$ cat config.mk
export PLATFORM = sky130hd
export DESIGN_NAME = csa_product_resolver
export DESIGN_NICKNAME = d
export VERILOG_FILES = /design/src/rtl/csa_product_resolver_pkg.sv /design/src/rtl/csa_product_resolver_cpa_chunk.sv /design/src/rtl/csa_product_resolver.sv
export SDC_FILE = /design/constraint.sdc
export NUM_CORES = 1
export LEC_CHECK = 0
export CORE_UTILIZATION = 47
export CTS_CLUSTER_SIZE = 12
export DETAILED_ROUTE_END_ITERATION = 16
export PLACE_DENSITY = 0.76
export SETUP_SLACK_MARGIN = 0.5
export SLEW_MARGIN = 10
export SYNTH_ARGS = -nofsm -noshare
export SYNTH_HDL_FRONTEND = slang
export SYNTH_SLANG_ARGS = --single-unit
$ cat constraint.sdc
create_clock -name clk -period 2.4 [get_ports clk]
set_input_delay 0.6 -clock clk [delete_from_list [all_inputs] [get_ports clk]]
set_output_delay 0.6 -clock clk [all_outputs]
set_load 0.05 [all_outputs]
$ cat src/rtl/csa_product_resolver_pkg.sv
// Shared constants for the significand product resolver and the normaliser behind it.
// Latency: n/a (constants and types only).
// Backpressure: n/a.
package csa_product_resolver_pkg;

  localparam int CSA_SIG_WIDTH = 23;                      // stored significand width
  localparam int CSA_CHUNK     = 13;                      // adder bits resolved per cycle
  localparam int CSA_W         = 2*CSA_SIG_WIDTH + 6;     // resolve width
  localparam int CSA_NCHUNK    = (CSA_W + CSA_CHUNK - 1) / CSA_CHUNK;

  // Resolver FSM encodings, shared so the normaliser can decode them too.
  typedef enum logic [1:0] {
    CSA_IDLE = 2'd0,
    CSA_ADD  = 2'd1,
    CSA_DONE = 2'd2
  } csa_state_e;

endpackage

$ cat src/rtl/csa_product_resolver_cpa_chunk.sv
// CHUNK-bit carry-propagate adder slice with carry in and carry out.
// Latency: combinational.
// Backpressure: none; the caller sequences it.
module cpa_chunk #(
  parameter int CHUNK = 13
) (
  input  logic [CHUNK-1:0] i_a,
  input  logic [CHUNK-1:0] i_b,
  input  logic             i_cin,
  output logic [CHUNK-1:0] o_sum,
  output logic             o_cout
);

  assign {o_cout, o_sum} = {1'b0, i_a} + {1'b0, i_b} + {{CHUNK{1'b0}}, i_cin};

endmodule

$ cat src/rtl/csa_product_resolver.sv
// Resolves a carry-save (sum, carry) product into a binary product, CHUNK bits per cycle.
// Latency: pair accepted on edge T, out_valid high from edge T+NCHUNK; one op in flight.
// Backpressure: result held in DONE until out_ready; a new pair is taken on the same edge.
module csa_product_resolver
  import csa_product_resolver_pkg::*;
#(
  parameter int SIG_WIDTH = CSA_SIG_WIDTH,
  parameter int CHUNK     = CSA_CHUNK
) (
  input  logic                   clk,
  input  logic                   rst_n,
  input  logic                   in_valid,
  output logic                   in_ready,
  input  logic [2*SIG_WIDTH+3:0] sum,
  input  logic [2*SIG_WIDTH+3:0] carry,
  output logic                   out_valid,
  input  logic                   out_ready,
  output logic [2*SIG_WIDTH+1:0] prod,
  output logic                   prod_msb,
  output logic                   ovf
);

  localparam int SW     = 2*SIG_WIDTH + 4;             // carry-save vector width
  localparam int PW     = 2*SIG_WIDTH + 2;             // product width
  localparam int W      = 2*SIG_WIDTH + 6;             // resolve width
  localparam int NCHUNK = (W + CHUNK - 1) / CHUNK;
  localparam int PADW   = NCHUNK * CHUNK;
  localparam int IDX_W  = (NCHUNK > 1) ? $clog2(NCHUNK) : 1;

  csa_state_e        r_state;
  csa_state_e        w_state_nxt;
  logic [PADW-1:0]   r_a;
  logic [PADW-1:0]   r_b;
  logic [PADW-1:0]   r_res;
  logic [IDX_W-1:0]  r_idx;
  logic              r_cy;
  logic [PW-1:0]     r_prod;
  logic              r_msb;
  logic              r_ovf;
  logic              r_out_valid;

  logic              w_in_ready;
  logic              w_accept;
  logic              w_last;
  logic [W-1:0]      w_a;
  logic [W-1:0]      w_b;
  logic [PADW-1:0]   w_a_pad;
  logic [PADW-1:0]   w_b_pad;
  logic [CHUNK-1:0]  w_chunk_sum;
  logic              w_cout;
  logic [PADW-1:0]   w_res_nxt;

  // Operand A is the sign-extended sum; B is the sign-extended carry at weight x2.
  assign w_a     = {sum[SW-1], sum[SW-1], sum};
  assign w_b     = {carry[SW-1], carry, 1'b0};
  assign w_a_pad = PADW'(w_a);
  assign w_b_pad = PADW'(w_b);

  // Operands are shifted down one chunk per cycle, so the adder always sees the low chunk.
  cpa_chunk #(
    .CHUNK (CHUNK)
  ) u_cpa_chunk (
    .i_a    (r_a[CHUNK-1:0]),
    .i_b    (r_b[CHUNK-1:0]),
    .i_cin  (r_cy),
    .o_sum  (w_chunk_sum),
    .o_cout (w_cout)
  );

  // Result chunks enter at the top; after NCHUNK steps chunk 0 sits at bit 0.
  assign w_res_nxt = {w_chunk_sum, r_res[PADW-1:CHUNK]};
  assign w_last    = (r_idx == IDX_W'(NCHUNK - 1));
  assign w_accept  = in_valid & w_in_ready;

  // Next-state and handshake decode.
  always_comb begin
    w_state_nxt = r_state;
    w_in_ready  = 1'b0;
    case (r_state)
      CSA_IDLE: begin
        w_in_ready = 1'b1;
        if (in_valid) w_state_nxt = CSA_ADD;
      end
      CSA_ADD: begin
        if (w_last) w_state_nxt = CSA_DONE;
      end
      CSA_DONE: begin
        w_in_ready = out_ready;
        if (out_ready) w_state_nxt = in_valid ? CSA_ADD : CSA_IDLE;
      end
      default: w_state_nxt = CSA_IDLE;
    endcase
  end

  // State register.
  always_ff @(posedge clk or negedge rst_n) begin
    if (!rst_n) r_state <= CSA_IDLE;
    else        r_state <= w_state_nxt;
  end

  // Operand latch, chunk iteration and result capture; the last carry-out is dropped.
  always_ff @(posedge clk or negedge rst_n) begin
    if (!rst_n) begin
      r_a         <= '0;
      r_b         <= '0;
      r_res       <= '0;
      r_idx       <= '0;
      r_cy        <= 1'b0;
      r_prod      <= '0;
      r_msb       <= 1'b0;
      r_ovf       <= 1'b0;
      r_out_valid <= 1'b0;
    end else begin
      r_out_valid <= (w_state_nxt == CSA_DONE);
      if (w_accept) begin
        r_a   <= w_a_pad;
        r_b   <= w_b_pad;
        r_cy  <= 1'b0;
        r_idx <= '0;
      end else if (r_state == CSA_ADD) begin
        r_a   <= r_a >> CHUNK;
        r_b   <= r_b >> CHUNK;
        r_res <= w_res_nxt;
        r_cy  <= w_cout;
        r_idx <= r_idx + IDX_W'(1);
        if (w_last) begin
          r_prod <= w_res_nxt[PW-1:0];
          r_msb  <= w_res_nxt[PW-1];
          r_ovf  <= |w_res_nxt[W-1:PW];
        end
      end
    end
  end

  assign in_ready  = w_in_ready;
  assign out_valid = r_out_valid;
  assign prod      = r_prod;
  assign prod_msb  = r_msb;
  assign ovf       = r_ovf;

endmodule

### After elaboration in Yosys (flattened, before gate mapping)

Index checks and enable logic that the tools add are counted.

| cells by class | value |
|---|---|
| bitwise gates (word level) | 2 |
| $add $sub $neg | 3 |
| eq/ne operators | 4 |
| reductions and logical operators | 5 |
| mux-type cells | 14 |

Operators with widths:

| kind | count |
|---|---|
| two-way mux 52 bit | 4 |
| adder 13 x 13 -> 14 bit | 1 |
| adder 14 x 1 -> 14 bit | 1 |
| two-way mux 2 bit | 5 |
| equality test 2 bit (second input constant) | 3 |
| one-hot mux 2 bit (3 select lines) | 1 |
| OR reduction 4 bit | 1 |
| two-way mux 1 bit | 3 |
| AND reduction 3 bit | 1 |
| adder 2 x 1 -> 2 bit (second input constant) | 1 |
| equality test 2 x 1 -> 1 bit (second input constant) | 1 |
| zero test 2 bit | 1 |
| one-hot mux 1 bit (2 select lines) | 1 |
| AND reduction 2 bit | 1 |
| nonzero test 2 bit | 1 |
| bitwise AND 1 bit | 1 |
| NOT 1 bit | 1 |

| word-level totals | value |
|---|---|
| output and inout port bits | 52 |
| bits of input ports | 104 |
| flip-flop bits (word level) | 212 |
| logic and storage cells | 38 |

### Logic depth before layout (Yosys ltp)

| depth | value |
|---|---|
| depth after elaboration | 5 |
| depth in mapped cells | 9 |
| depth with buffers taken out | 8 |

### By module

Synthesis repeated with hierarchy kept, for this count alone.

| second synthesis, totals | value |
|---|---|
| cells, all modules | 748 |
| area total of the unflattened synthesis | 8491.9 um^2 |

By module, submodules not included:

| module | seq. area each (um^2) | area an instance (um^2) | instances | cells each |
|---|---|---|---|---|
| csa_product_resolver | 4879.7 | 7903.8 | 1 | 670 |
| cpa_chunk | 0.0 | 588.1 | 1 | 78 |

### Worst setup path after synthesis

Ideal clock, no wire load.

| path | value |
|---|---|
| path type | register to register |
| from | reg r_a[0] |
| to | reg r_ovf (netlist: ovf) |
| stages on the path, launching flop included | 9 |
| slack | -0.222 ns |
| arrival | 2.484 ns |
| setup time | 0.137 ns |
| buffers on the path | 0 |
| required time | 2.263 ns |
| clock period less this slack | 2.622 ns |
| cell sequence | dfrtp_1 fa_1 fa_1 a211oi_1 o21ai_1 nand3b_1 mux2_1 a311oi_1 a31oi_1 |

| on the way | value |
|---|---|
| cells in the longest elaborated chain, start to end | 3 |

RTL lines:

| what | RTL line | text |
|---|---|---|
| start, declared | csa_product_resolver.sv:32 | `logic [PADW-1:0] r_a;` |
| start signal, assigned | csa_product_resolver.sv:116 | `r_a <= w_a_pad;` |
| start signal, assigned | csa_product_resolver.sv:121 | `r_a <= r_a >> CHUNK;` |
| adder 13 x 13 -> 14 bit | csa_product_resolver_cpa_chunk.sv:14 | `assign {o_cout, o_sum} = {1'b0, i_a} + {1'b0, i_b} + {{CHUNK{1'b0}}, i_cin};` |
| adder 14 x 1 -> 14 bit | csa_product_resolver_cpa_chunk.sv:14 |  |
| OR reduction 4 bit | csa_product_resolver.sv:129 | `r_ovf <= \|w_res_nxt[W-1:PW];` |
| end signal, assigned | csa_product_resolver.sv:129 |  |
| end, declared | csa_product_resolver.sv:39 | `logic r_ovf;` |

No other way between the ends.
A chain may end at the register's enable or synchronous reset.

### Worst setup path in the final report

| path | value |
|---|---|
| from | reg r_cy |
| to | reg r_ovf (netlist: ovf) |

| on the way | value |
|---|---|
| cells in the longest elaborated chain, start to end | 2 |

RTL lines:

| what | RTL line | text |
|---|---|---|
| start, declared | csa_product_resolver.sv:36 | `logic r_cy;` |
| start signal, assigned | csa_product_resolver.sv:124 | `r_cy <= w_cout;` |
| adder 14 x 1 -> 14 bit | csa_product_resolver_cpa_chunk.sv:14 |  |
| OR reduction 4 bit | csa_product_resolver.sv:129 |  |

No other way between the ends.

==> insert_results.sql <==
INSERT INTO impl_metrics (metric_group, metric, value, unit) VALUES
('run_status', 'status', 'completed', ''),
('synth', 'synth.ff_latch_count', '195', ''),
('timing', 'period_minus_slack', '2390', 'ps'),
('timing', 'achievable-frequency', '0.418', 'GHz'),
('worst_setup_path', 'critical_path_buf_inv_count', '0', ''),
('drt', 'routed_wl', '18.2', 'mm'),
('worst_hold_path', 'hold_crit_path_type', 'in -> async', ''),
('global_route', 'globalRouteTotalUtil', '0.215', ''),
('worst_setup_path', 'worst-endpoint-arrival', '2680', 'ps'),
('placed_design', 'routabilityCongestion', '0.858', ''),
('cells_and_area', 'diodes', '0', ''),
('synth', 'post-synth-top-count-cell', 'nand2_1', ''),
('synth', 'syn-num-nets', '929', ''),
('clocking', 'tritoncts', 'built', ''),
('timing', 'worst_slew_pin_slew', '638', 'ps'),
('pwr', 'total_leakage_power', '5.16', 'nW'),
('synth', 'synth_largest_type_area_fraction', '0.590', ''),
('pwr', 'power_switching_share', '0.433', ''),
('pwr', 'power_switching', '7.26', 'mW'),
('worst_setup_path', 'regToRegStartpoint', 'r_cy$_DFFE_PN0P_', ''),
('global_route', 'gr_overflow_total', '0', ''),
('clocking', 'cts.path.max_buffers', '2', ''),
('drt', 'post_drt_via_cell_ratio', '5.18', ''),
('pwr', 'internal_power', '9.53', 'mW'),
('worst_setup_path', 'worst_path_max_delay_cell', 'dfrtp_1', ''),
('timing', 'final-hold-violation-count', '0', ''),
('synth', 'synthDominantAreaCellType', 'dfrtp_1', ''),
('synth', 'synth.distinct_cells', '39', ''),
('cells_and_area', 'stdcell_area', '11000', 'um2'),
('cells_and_area', 'drive_gt1_frac', '0.208', ''),
('drt', 'antenna_violating_nets_left', '0', ''),
('cells_and_area', 'count_of_nets_after_finishing', '1083', ''),
('timing', 'maxSlewViolCount', '0', ''),
('worst_setup_path', 'crit_required', '2690', 'ps'),
('cells_and_area', 'area.growth.synth_to_final', '33.1', '%'),
('clocking', 'cts.sink_count', '195', ''),
('clocking', 'cts_inserted_buffers', '17', ''),
('floorplanning', 'die-area', '18100', 'um2'),
('synth', 'synth_cells', '810', ''),
('placed_design', 'dpl.hpwl', '12.4', 'mm'),
('worst_setup_path', 'setup.worst_path.end_class', 'flop', ''),
('floorplanning', 'rows', '48', ''),
('worst_setup_path', 'cp_cell_sequence', 'fa_2, fa_2, a211oi_2, o21ai_2, nand3b_1, mux2_4, a311oi_2, a31oi_1', ''),
('worst_setup_path', 'timing.critical_path.mode_cell', 'fa_2', ''),
('clocking', 'cts-hold-fix-buffers', '0', ''),
('clocking', 'clock_tree.root_cell', 'clkbuf_16', ''),
('global_route', 'first_global_vias', '6060', ''),
('pwr', 'power-per-cell-area', '1530', 'nW/um2'),
('synth', 'ys_warn_count', '0', ''),
('timing', 'timing.setup.tns', '0', 'ps'),
('drt', 'drt_pass1_iterations', '5', ''),
('timing', 'unrepaired_setup_endpoints_after_global_routing', 'yes', ''),
('global_route', 'grt_start_max_net_pins', '93', ''),
('floorplanning', 'floorplan.die.height', '135', 'um'),
('drt', 'dr.first_iter.drc_count', '429', ''),
('pwr', 'worst_ir_drop_vdd', '844', 'uV'),
('worst_setup_path', 'cp_slowest_stage_delay', '420', 'ps'),
('pwr', 'share_clk_of_total_power', '0.165', ''),
('timing', 'worst_clock_skew', '8.38', 'ps'),
('drt', 'routed_wire_length_per_instance', '15.2', 'um'),
('worst_setup_path', 'path_max_fanout', '2', ''),
('placed_design', 'buffer_ports.inserted', '155', ''),
('synth', 'syn-cell-area', '8270', 'um2'),
('floorplanning', 'initial_core_utilization', '0.480', ''),
('floorplanning', 'chipWidth', '135', 'um'),
('placed_design', 'postPlaceCellArea', '10200', 'um2'),
('synth', 'synth-edff-count', '0', ''),
('floorplanning', 'core_area', '17200', 'um2'),
('synth', 'syn_area_per_cell', '10.2', 'um2'),
('timing', 'final_min_period_over_clock_period', '0.996', ''),
('worst_setup_path', 'path_delay_family', 'adder cells', '');
-- registers in the layout, indices dropped and copies added (netlist names) --
signal and cells:
prod 48, r_a 50, r_idx 2, r_cy 1, ovf 1, r_b 51
r_state 2, r_res 39, out_valid 1
-- power by group through the flow --
stage	Sequential [mW]	Combinational, mW	Clock (mW)
floorplan	6.78	4.42	0
global placement	5.73	7.48	0
detailed placement	5.79	7.63	0
CTS	5.75	7.98	2.83
global route	5.94	9.09	2.98
finish	5.76	8.25	2.78
-- cell families (layout without fill, tap and decap cells) --
kind of cell	Yosys count	count (layout)	share of synthesized area
XOR/XNOR	8	8	0.00848
AO/OA/AOI/OAI	157	157	0.122
flip-flops	195	195	0.590
multiplexers	53	53	0.0705
AND/OR/NAND/NOR	327	327	0.155
buffers and inverters	55	222	0.0283
adder cells (fa/ha/maj)	15	15	0.0245
-- layout by cell type (no fill, tap or decap), types with 6 or more instances in the layout --
cell,Yosys,routed
buf_4,1,21
mux2_2,38,38
ha_1,13,8
clkbuf_2,0,22
nand2_1,297,295
clkdlybuf4s50_1,0,101
o21ai_1,4,9
a21oi_2,0,6
clkbuf_16,0,17
clkdlybuf4s15_2,0,27
a21oi_1,15,9
dfrtp_1,195,190
mux2i_1,11,11
buf_12,0,7
o21ai_0,58,48
a22oi_1,61,61
-- what timing repair did --
item / 4_1_cts / 5_1_grt
setup buffers: 10 / 4
pin swaps: 16 / 16
endpoints found under the setup margin: 66 / 82
resized for setup: 156 / 47
-- final cells by class --
type,instances,area [um2]
Tap cell,225,282
Clock inverter,14,146
Clock buffer,18,439
Multi-Input combinational cell,560,3420
Fill cell,1374,6240
Sequential cell,195,4890
Inverter,4,15.0
Timing Repair Buffer,186,1810
-- path summary, 6_finish.rpt --
kind                                  endpoint  slack, ps  cells after the start
setup / recovery               ovf$_DFFE_PN0P_         10                      8
min in group clk           r_b[25]$_DFFE_PN0P_        480                      2
max in group asynchronous   r_b[1]$_DFFE_PN0P_       1550                      2
hold / removal             r_a[13]$_DFFE_PN0P_        190                      1
hold reg to reg            r_b[25]$_DFFE_PN0P_        480                      2
setup reg to reg               ovf$_DFFE_PN0P_         10                      8
-- worst register-to-register path, stage by stage (launching register included) --
cell      delay [ps]
dfrtp_1          420
fa_2             410
fa_2             370
a211oi_2         250
o21ai_2           80
nand3b_1         110
mux2_4           300
a311oi_2         210
a31oi_1          110
-- metal layers --
layer	GRT usage	wire [um]	vias to the layer above
li1	-	-	3064
met1	0.293	8020	2978
met2	0.334	8800	158
met3	0.0574	1080	26
met4	0.0724	324	0
met5	0	0	-
-- per-stage QoR --
stage	instances	hold WS (ps)	util	total power, mW	setup slack [ps]
after global routing	1202	244	0.638	18.0	-83.8
after CTS	1198	216	0.637	16.6	-24.9
after global placement	1156	455	0.589	13.2	-5.37
after detailed placement	1156	461	0.589	13.4	-38.4
final	1202	187	0.638	16.8	9.80
after floorplan	810	304	-	11.2	65.9
No activity file was read; power rests on OpenSTA's default activity.
